<file path="src/rtl/instr_encoder_if.sv">
// Handshake bundle between a field producer and the RV32I instruction encoder.
// The master drives field bundles and out_ready; the slave returns encoded words.
interface instr_encoder_if;
   logic        in_valid;
   logic        in_ready;
   logic [3:0]  op_class;
   logic [4:0]  rd;
   logic [4:0]  rs1;
   logic [4:0]  rs2;
   logic [2:0]  funct3;
   logic [6:0]  funct7;
   logic [31:0] imm;
   logic        out_valid;
   logic        out_ready;
   logic [31:0] out_instr;
   logic        out_err;

   modport master (
      output in_valid, op_class, rd, rs1, rs2, funct3, funct7, imm, out_ready,
      input  in_ready, out_valid, out_instr, out_err
   );

   modport slave (
      input  in_valid, op_class, rd, rs1, rs2, funct3, funct7, imm, out_ready,
      output in_ready, out_valid, out_instr, out_err
   );
endinterface

</file>
<file path="src/rtl/instr_encoder.sv">
// Two-stage RV32I instruction encoder: S1 captures fields, S2 holds the encoded word.
// Define INSTR_ENC_CHECK_EN to replace out-of-range immediates with a flagged NOP.
module instr_encoder #(
   parameter int CNT_W = 16
) (
   input  logic             clk,
   input  logic             rst_n,
   instr_encoder_if.slave   bus,
   output logic [CNT_W-1:0] enc_count
);

   localparam logic [31:0] NOP       = 32'h0000_0013;
   localparam logic [6:0]  OP_LOAD   = 7'b0000011;
   localparam logic [6:0]  OP_STORE  = 7'b0100011;
   localparam logic [6:0]  OP_R      = 7'b0110011;
   localparam logic [6:0]  OP_I      = 7'b0010011;
   localparam logic [6:0]  OP_BRANCH = 7'b1100011;
   localparam logic [6:0]  OP_JAL    = 7'b1101111;
   localparam logic [6:0]  OP_LUI    = 7'b0110111;
   localparam logic [6:0]  OP_AUIPC  = 7'b0010111;
   localparam logic [6:0]  OP_JALR   = 7'b1100111;

   logic             s1_valid_r;
   logic [3:0]       s1_op_r;
   logic [4:0]       s1_rd_r;
   logic [4:0]       s1_rs1_r;
   logic [4:0]       s1_rs2_r;
   logic [2:0]       s1_f3_r;
   logic [6:0]       s1_f7_r;
   logic [31:0]      s1_imm_r;
   logic             s2_valid_r;
   logic [31:0]      s2_instr_r;
   logic             s2_err_r;
   logic [CNT_W-1:0] cnt_r;

   logic             s2_load_s;
   logic             s1_adv_s;
   logic             in_ready_s;
   logic             illegal_s;
   logic [31:0]      raw_instr_s;
   logic             fin_err_s;
   logic [31:0]      fin_instr_s;

   assign s2_load_s  = !s2_valid_r || bus.out_ready;
   assign s1_adv_s   = s1_valid_r && s2_load_s;
   assign in_ready_s = !s1_valid_r || s1_adv_s;

   assign bus.in_ready  = in_ready_s;
   assign bus.out_valid = s2_valid_r;
   assign bus.out_instr = s2_instr_r;
   assign bus.out_err   = s2_err_r;
   assign enc_count     = cnt_r;

   // Format the S1 fields into an RV32I word; illegal classes fall through to NOP.
   always_comb begin
      raw_instr_s = NOP;
      illegal_s   = 1'b0;
      case (s1_op_r)
         4'd0: raw_instr_s = {s1_imm_r[11:0], s1_rs1_r, s1_f3_r, s1_rd_r, OP_LOAD};
         4'd1: raw_instr_s = {s1_imm_r[11:5], s1_rs2_r, s1_rs1_r, s1_f3_r, s1_imm_r[4:0], OP_STORE};
         4'd2: raw_instr_s = {s1_f7_r, s1_rs2_r, s1_rs1_r, s1_f3_r, s1_rd_r, OP_R};
         4'd3: begin
            if ((s1_f3_r == 3'b001) || (s1_f3_r == 3'b101)) begin
               raw_instr_s = {s1_f7_r, s1_imm_r[4:0], s1_rs1_r, s1_f3_r, s1_rd_r, OP_I};
            end else begin
               raw_instr_s = {s1_imm_r[11:0], s1_rs1_r, s1_f3_r, s1_rd_r, OP_I};
            end
         end
         4'd4: raw_instr_s = {s1_imm_r[12], s1_imm_r[10:5], s1_rs2_r, s1_rs1_r, s1_f3_r,
                              s1_imm_r[4:1], s1_imm_r[11], OP_BRANCH};
         4'd5: raw_instr_s = {s1_imm_r[20], s1_imm_r[10:1], s1_imm_r[11], s1_imm_r[19:12],
                              s1_rd_r, OP_JAL};
         4'd6: raw_instr_s = {s1_imm_r[31:12], s1_rd_r, OP_LUI};
         4'd7: raw_instr_s = {s1_imm_r[31:12], s1_rd_r, OP_AUIPC};
         4'd8: raw_instr_s = {s1_imm_r[11:0], s1_rs1_r, 3'b000, s1_rd_r, OP_JALR};
         default: begin
            raw_instr_s = NOP;
            illegal_s   = 1'b1;
         end
      endcase
   end

`ifdef INSTR_ENC_CHECK_EN
   logic range_ok_s;

   // True when every bit from w-1 upward equals the sign bit, i.e. v fits in w signed bits.
   function automatic logic fits_signed(input logic [31:0] v, input int unsigned w);
      logic ok;
      ok = 1'b1;
      for (int i = 0; i < 32; i++) begin
         if ((i >= w) && (v[i] != v[w-1])) begin
            ok = 1'b0;
         end
      end
      return ok;
   endfunction

   // Per-class immediate range check.
   always_comb begin
      range_ok_s = 1'b1;
      case (s1_op_r)
         4'd0, 4'd1, 4'd8: range_ok_s = fits_signed(s1_imm_r, 32'd12);
         4'd3: begin
            if ((s1_f3_r == 3'b001) || (s1_f3_r == 3'b101)) begin
               range_ok_s = (s1_imm_r[31:5] == 27'd0);
            end else begin
               range_ok_s = fits_signed(s1_imm_r, 32'd12);
            end
         end
         4'd4:       range_ok_s = fits_signed(s1_imm_r, 32'd13) && !s1_imm_r[0];
         4'd5:       range_ok_s = fits_signed(s1_imm_r, 32'd21) && !s1_imm_r[0];
         4'd6, 4'd7: range_ok_s = (s1_imm_r[11:0] == 12'd0);
         default:    range_ok_s = 1'b1;
      endcase
   end

   // Substitute a flagged NOP for illegal classes or out-of-range immediates.
   always_comb begin
      if (illegal_s || !range_ok_s) begin
         fin_instr_s = NOP;
         fin_err_s   = 1'b1;
      end else begin
         fin_instr_s = raw_instr_s;
         fin_err_s   = 1'b0;
      end
   end
`else
   // Substitute a flagged NOP for illegal classes; immediates are simply truncated.
   always_comb begin
      if (illegal_s) begin
         fin_instr_s = NOP;
         fin_err_s   = 1'b1;
      end else begin
         fin_instr_s = raw_instr_s;
         fin_err_s   = 1'b0;
      end
   end
`endif

   // S1 field capture.
   always_ff @(posedge clk or negedge rst_n) begin
      if (!rst_n) begin
         s1_valid_r <= 1'b0;
         s1_op_r    <= 4'd0;
         s1_rd_r    <= 5'd0;
         s1_rs1_r   <= 5'd0;
         s1_rs2_r   <= 5'd0;
         s1_f3_r    <= 3'd0;
         s1_f7_r    <= 7'd0;
         s1_imm_r   <= 32'd0;
      end else if (in_ready_s) begin
         s1_valid_r <= bus.in_valid;
         if (bus.in_valid) begin
            s1_op_r  <= bus.op_class;
            s1_rd_r  <= bus.rd;
            s1_rs1_r <= bus.rs1;
            s1_rs2_r <= bus.rs2;
            s1_f3_r  <= bus.funct3;
            s1_f7_r  <= bus.funct7;
            s1_imm_r <= bus.imm;
         end
      end
   end

   // S2 encoded-word register; holds steady while the consumer stalls.
   always_ff @(posedge clk or negedge rst_n) begin
      if (!rst_n) begin
         s2_valid_r <= 1'b0;
         s2_instr_r <= 32'd0;
         s2_err_r   <= 1'b0;
      end else if (s2_load_s) begin
         s2_valid_r <= s1_valid_r;
         if (s1_valid_r) begin
            s2_instr_r <= fin_instr_s;
            s2_err_r   <= fin_err_s;
         end
      end
   end

   // Count output handshakes, wrapping naturally.
   always_ff @(posedge clk or negedge rst_n) begin
      if (!rst_n) begin
         cnt_r <= '0;
      end else if (s2_valid_r && bus.out_ready) begin
         cnt_r <= cnt_r + CNT_W'(1);
      end
   end

endmodule

</file>
<file path="src/flat_wrapper.sv">
// flat-port wrapper written by rule: the top's interface ports become plain ports
module instr_encoder_flat 
#(
   parameter int CNT_W = 16
)
  (clk, rst_n, enc_count, bus_in_valid, bus_op_class, bus_rd, bus_rs1, bus_rs2, bus_funct3, bus_funct7, bus_imm, bus_out_ready, bus_in_ready, bus_out_valid, bus_out_instr, bus_out_err);
  instr_encoder_if bus_i ();
  input  logic clk;
  input  logic rst_n;
  output logic [CNT_W-1:0] enc_count;
  input wire logic [$bits(bus_i.in_valid)-1:0] bus_in_valid;
  input wire logic [$bits(bus_i.op_class)-1:0] bus_op_class;
  input wire logic [$bits(bus_i.rd)-1:0] bus_rd;
  input wire logic [$bits(bus_i.rs1)-1:0] bus_rs1;
  input wire logic [$bits(bus_i.rs2)-1:0] bus_rs2;
  input wire logic [$bits(bus_i.funct3)-1:0] bus_funct3;
  input wire logic [$bits(bus_i.funct7)-1:0] bus_funct7;
  input wire logic [$bits(bus_i.imm)-1:0] bus_imm;
  input wire logic [$bits(bus_i.out_ready)-1:0] bus_out_ready;
  output wire logic [$bits(bus_i.in_ready)-1:0] bus_in_ready;
  output wire logic [$bits(bus_i.out_valid)-1:0] bus_out_valid;
  output wire logic [$bits(bus_i.out_instr)-1:0] bus_out_instr;
  output wire logic [$bits(bus_i.out_err)-1:0] bus_out_err;
  assign bus_i.in_valid = bus_in_valid;
  assign bus_i.op_class = bus_op_class;
  assign bus_i.rd = bus_rd;
  assign bus_i.rs1 = bus_rs1;
  assign bus_i.rs2 = bus_rs2;
  assign bus_i.funct3 = bus_funct3;
  assign bus_i.funct7 = bus_funct7;
  assign bus_i.imm = bus_imm;
  assign bus_i.out_ready = bus_out_ready;
  assign bus_in_ready = bus_i.in_ready;
  assign bus_out_valid = bus_i.out_valid;
  assign bus_out_instr = bus_i.out_instr;
  assign bus_out_err = bus_i.out_err;
  instr_encoder #(.CNT_W(CNT_W)) u_core (.clk(clk), .rst_n(rst_n), .bus(bus_i), .enc_count(enc_count));
endmodule
</file>
<file path="config.mk">
export PLATFORM = sky130hd
export DESIGN_NAME = instr_encoder_flat
export DESIGN_NICKNAME = d
export VERILOG_FILES = /design/src/rtl/instr_encoder_if.sv /design/src/rtl/instr_encoder.sv /design/src/flat_wrapper.sv
export SDC_FILE = /design/constraint.sdc
export NUM_CORES = 1
export LEC_CHECK = 0
export ABC_AREA = 1
export CAP_MARGIN = 15
export CORE_ASPECT_RATIO = 0.9
export CORE_MARGIN = 5
export CORE_UTILIZATION = 50
export CTS_CLUSTER_SIZE = 40
export DETAILED_ROUTE_END_ITERATION = 16
export GPL_TIMING_DRIVEN = 0
export PLACE_DENSITY = 0.8
export RECOVER_POWER = 50
export SYNTH_ARGS = -nofsm -noshare
export SYNTH_HDL_FRONTEND = slang
export SYNTH_SLANG_ARGS = --single-unit
</file>
<file path="constraint.sdc">
create_clock -name clk -period 3.45 [get_ports clk]
set_input_delay 0.69 -clock clk [delete_from_list [all_inputs] [get_ports clk]]
set_output_delay 0.69 -clock clk [all_outputs]
set_load 0.005 [all_outputs]
</file>
==> results.py <==
metrics = {
    "yosys": {
        "syn_area_per_cell_um2": 9.136,
        "ys_seq_elements": 111,
        "synth_warnings": 0,
        "ys_types": 27,
        "ys.flop_type": "dfrtp_1",
        "synth_edf_count": 0,
        "synth_common_cells": "188 x nand2_1, 111 x dfrtp_1, 41 x inv_1, 40 x nor2_1, 34 x mux2_2",
        "synth_top_area_share_pct": 55.99,
        "synth_area_leaders": "dfrtp_1 56%, nand2_1 14%, mux2_2 7.7%",
        "synthArstFlopShare_pct": 100.0,
        "syn-num-nets": 609,
        "synth.most_common_cell": "nand2_1",
        "seq_area_frac_synth_pct": 55.99,
        "synthesis.area_mm2": 0.004961,
        "syn_inst": 543,
        "yosys.area.top_type": "dfrtp_1",
    },
    "worst_setup_path": {
        "endpoint_kind": "primary output",
        "start_kind": "input port",
        "rr_worst_depth": 5,
        "crit_fanout": 3,
        "r2r-end": "u_core.s1_f3_r[0]",
        "critPathTopFamily": "buffers and inverters",
        "critPathKind": "input port to primary output",
        "rr_startpoint": "u_core.bus.out_valid",
        "worstPathArrival_ps": 2030,
        "slowest_stage": "dlygate4sd3_1",
        "required_ps": 2760,
        "r2r_slack_ps": 1700,
        "worstPathCellList": "dlygate4sd3_1, inv_1, nand3_1, clkdlybuf4s50_1",
        "cpPeakStageDelay_ps": 570,
        "cp_num_buf_inv": 3,
    },
    "drt": {
        "firstDrtPassIters": 5,
        "viasPerCell": 5.125,
        "routedWlPerCell_um": 15.27,
        "drt_wl_total_um": 12220,
        "antenna_left": 0,
        "drc_errors": 0,
        "drt-initial-drc-count": 296,
        "vias": 4100,
    },
    "die": {
        "rows": 34,
        "pin_count": 116,
        "die_h_um": 104.5,
        "dieArea_mm2": 0.01202,
        "fp.coreArea_mm2": 0.009699,
        "initial_core_util_pct": 51.15,
        "die_w_um": 115.0,
    },
    "cells_and_area": {
        "fillers": 784,
        "final_layout_size_suffix_gt1_share_pct": 10.98,
        "nets": 736,
        "area_growth_pct": 30.14,
        "final_cells": 800,
        "multi_input_area_mm2": 0.001907,
        "register_area_mm2": 0.002778,
        "num_antenna_cells": 0,
    },
    "clock_tree": {
        "cts_tree": "built",
        "cts_setup_buffers": 0,
        "cts_resized": 0,
        "ctsLongestPathBuffers": 2,
        "cts-hold-fix-buffers": 0,
        "clk_root_buffer_cell": "clkbuf_8",
        "numCtsBuffers": 9,
        "htree_levels": 3,
        "clkSlewWorstSetupHoldPaths_ps": 100,
        "clkLatencyLatePin_ps": 370,
        "clock_sinks": 111,
    },
    "pwr": {
        "powerDensity_mw_per_mm2": 532.5,
        "netSwitchingFraction_pct": 31.49,
        "pwr-share-seq_pct": 50.2,
        "p_sw_w": 0.001083,
        "peakVddDrop_mv": 0.2863,
        "p_leak_nw": 3.096,
        "power_w": 0.003438,
        "p_comb_share_pct": 28.5,
        "p_int_w": 0.002355,
        "p_clk_share_pct": 21.3,
    },
    "min_path": {
        "hold_start": "u_core.bus.out_instr[29]",
        "holdPathEnd": "u_core.bus.out_instr[29]",
        "hold_depth": 2,
        "min_path_type": "flop to flop",
    },
    "outcome": {
        "status": "finished, violations left",
        "violations": "max-capacitance violations, max-slew violations",
    },
    "grt": {
        "grt_start_max_net_pins": 67,
        "grt_pass1_vias": 4170,
        "grt_pass1_wl_um": 20240,
        "antenna_found_initial": 0,
        "gr-total-overflow": 0,
        "grt_usage_pct": 21.11,
    },
    "sta": {
        "setup_viol": 0,
        "tns_ps": 0,
        "fmax_mhz": 368.0,
        "rsz0062_at_grt": "no",
        "fin_skew_ps": 11.06,
        "slew_viol_final": 46,
        "fin_crit_sh_pct": 78.76,
        "worst_pin_slew_ps": 2482,
        "hold_viol_final": 0,
        "min_period_ps": 2717,
        "maxSlewHeadroom_pct": -65.44,
        "setup_slack_ps": 732.7,
    },
    "place": {
        "dp_hpwl_um": 9364,
        "portBuffers": 115,
        "dp_cells": 785,
        "pre_cts_slack_ps": 781.7,
        "place_congestion": 0.9218,
    },
    "flow_run": {
        "maxCapViolations": 1,
    },
}
final cells by class:
class                           instances  share of cell area [%]
Multi-Input combinational cell        370                   29.53
Clock buffer                            9                   1.919
Tap cell                              126                   2.442
Clock inverter                          6                  0.8333
Inverter                               45                   2.616
Buffer                                 17                   1.473
Sequential cell                       111                   43.02
Timing Repair Buffer                  116                   18.16
worst register-to-register path, delay by kind of cell, from the launching register on:
family | cells | cell delay (ps)
buffers and inverters | 2 | 600
AND/OR/NAND/NOR | 2 | 510
flip-flops | 1 | 430
AO/OA/AOI/OAI | 1 | 100
logic make-up (layout without fill, tap and decap cells):
group                      count (synthesis)  count (layout)  share of synthesized area, %
adders and majority gates                  1               1                        0.2522
and+or+nand+nor                          273             273                         22.62
DFF                                      111             111                         55.99
xor gates and xnor gates                  11              11                         1.942
muxes                                     42              42                         9.534
AOI/OAI and AO/OA                         43              43                         4.338
buffers and inverters                     62             193                         5.321
power by group through the flow:
stage	Sequential [W]	Combinational (W)	Clock, W
2_1_floorplan	0.00173	0.000452	0
3_3_place_gp	0.00174	0.000955	0
3_5_place_dp	0.00175	0.000989	0
4_1_cts	0.00173	0.000992	0.000750
5_1_grt	0.00176	0.00108	0.000802
6_report	0.00173	0.000978	0.000733
cell usage in the layout (no fill, tap or decap), drive strengths merged, types with 15 or more instances in the layout:
| cell type | Yosys | layout |
|---|---|---|
| nand2 | 192 | 192 |
| clkdlybuf4s50 | 0 | 113 |
| dfrtp | 111 | 111 |
| inv | 45 | 49 |
| nor2 | 47 | 47 |
| mux2 | 42 | 42 |
| nand3 | 27 | 27 |
| o21ai | 22 | 22 |
| a21oi | 21 | 21 |
| clkbuf | 5 | 15 |
layer usage:
layer	up-vias	track usage (%)	part of all wire [%]
li1	1969	-	-
met1	1980	28.36	43
met2	132	34.75	49
met3	19	4.421	6.2
met4	0	5.532	1.8
met5	-	0	0
flip-flops by register name, indices dropped and copies added, names as in the netlist:
signal / count
u_core.s1_imm_r: 32
u_core.bus.out_instr: 31
u_core.enc_count: 16
u_core.s1_f7_r: 7
u_core.s1_rd_r: 5
u_core.s1_rs1_r: 5
u_core.s1_rs2_r: 5
u_core.s1_op_r: 4
u_core.s1_f3_r: 3
u_core.bus.out_err: 1
u_core.bus.out_valid: 1
u_core.s1_valid_r: 1
worst max-delay path by stage:
| stage | from | end | slack (ps) | depth (start not counted) |
|---|---|---|---|---|
| 2_1_floorplan | bus_out_ready | u_core.s1_imm_r[10] | 1790 | 5 |
| 3_3_place_gp | rst_n | u_core.s1_imm_r[7] | -2320 | 1 |
| 3_5_place_dp | bus_out_ready | bus_in_ready | 780 | 4 |
| 4_1_cts | bus_out_ready | bus_in_ready | 770 | 4 |
| 5_1_grt | rst_n | u_core.s1_f7_r[0] | 400 | 1 |
| 6_report | bus_out_ready | bus_in_ready | 730 | 4 |
through the flow:
step | util (%) | cell area (um^2) | hold WS (ps)
2_1_floorplan | - | 4961 | 394.4
3_3_place_gp | 64.64 | 6270 | 463.9
3_5_place_dp | 64.90 | 6295 | 463.9
4_1_cts | 66.73 | 6472 | 322.8
5_1_grt | 66.56 | 6456 | 520.5
6_report | 66.56 | 6456 | 488.0
No activity file was read; power rests on OpenSTA's default activity.
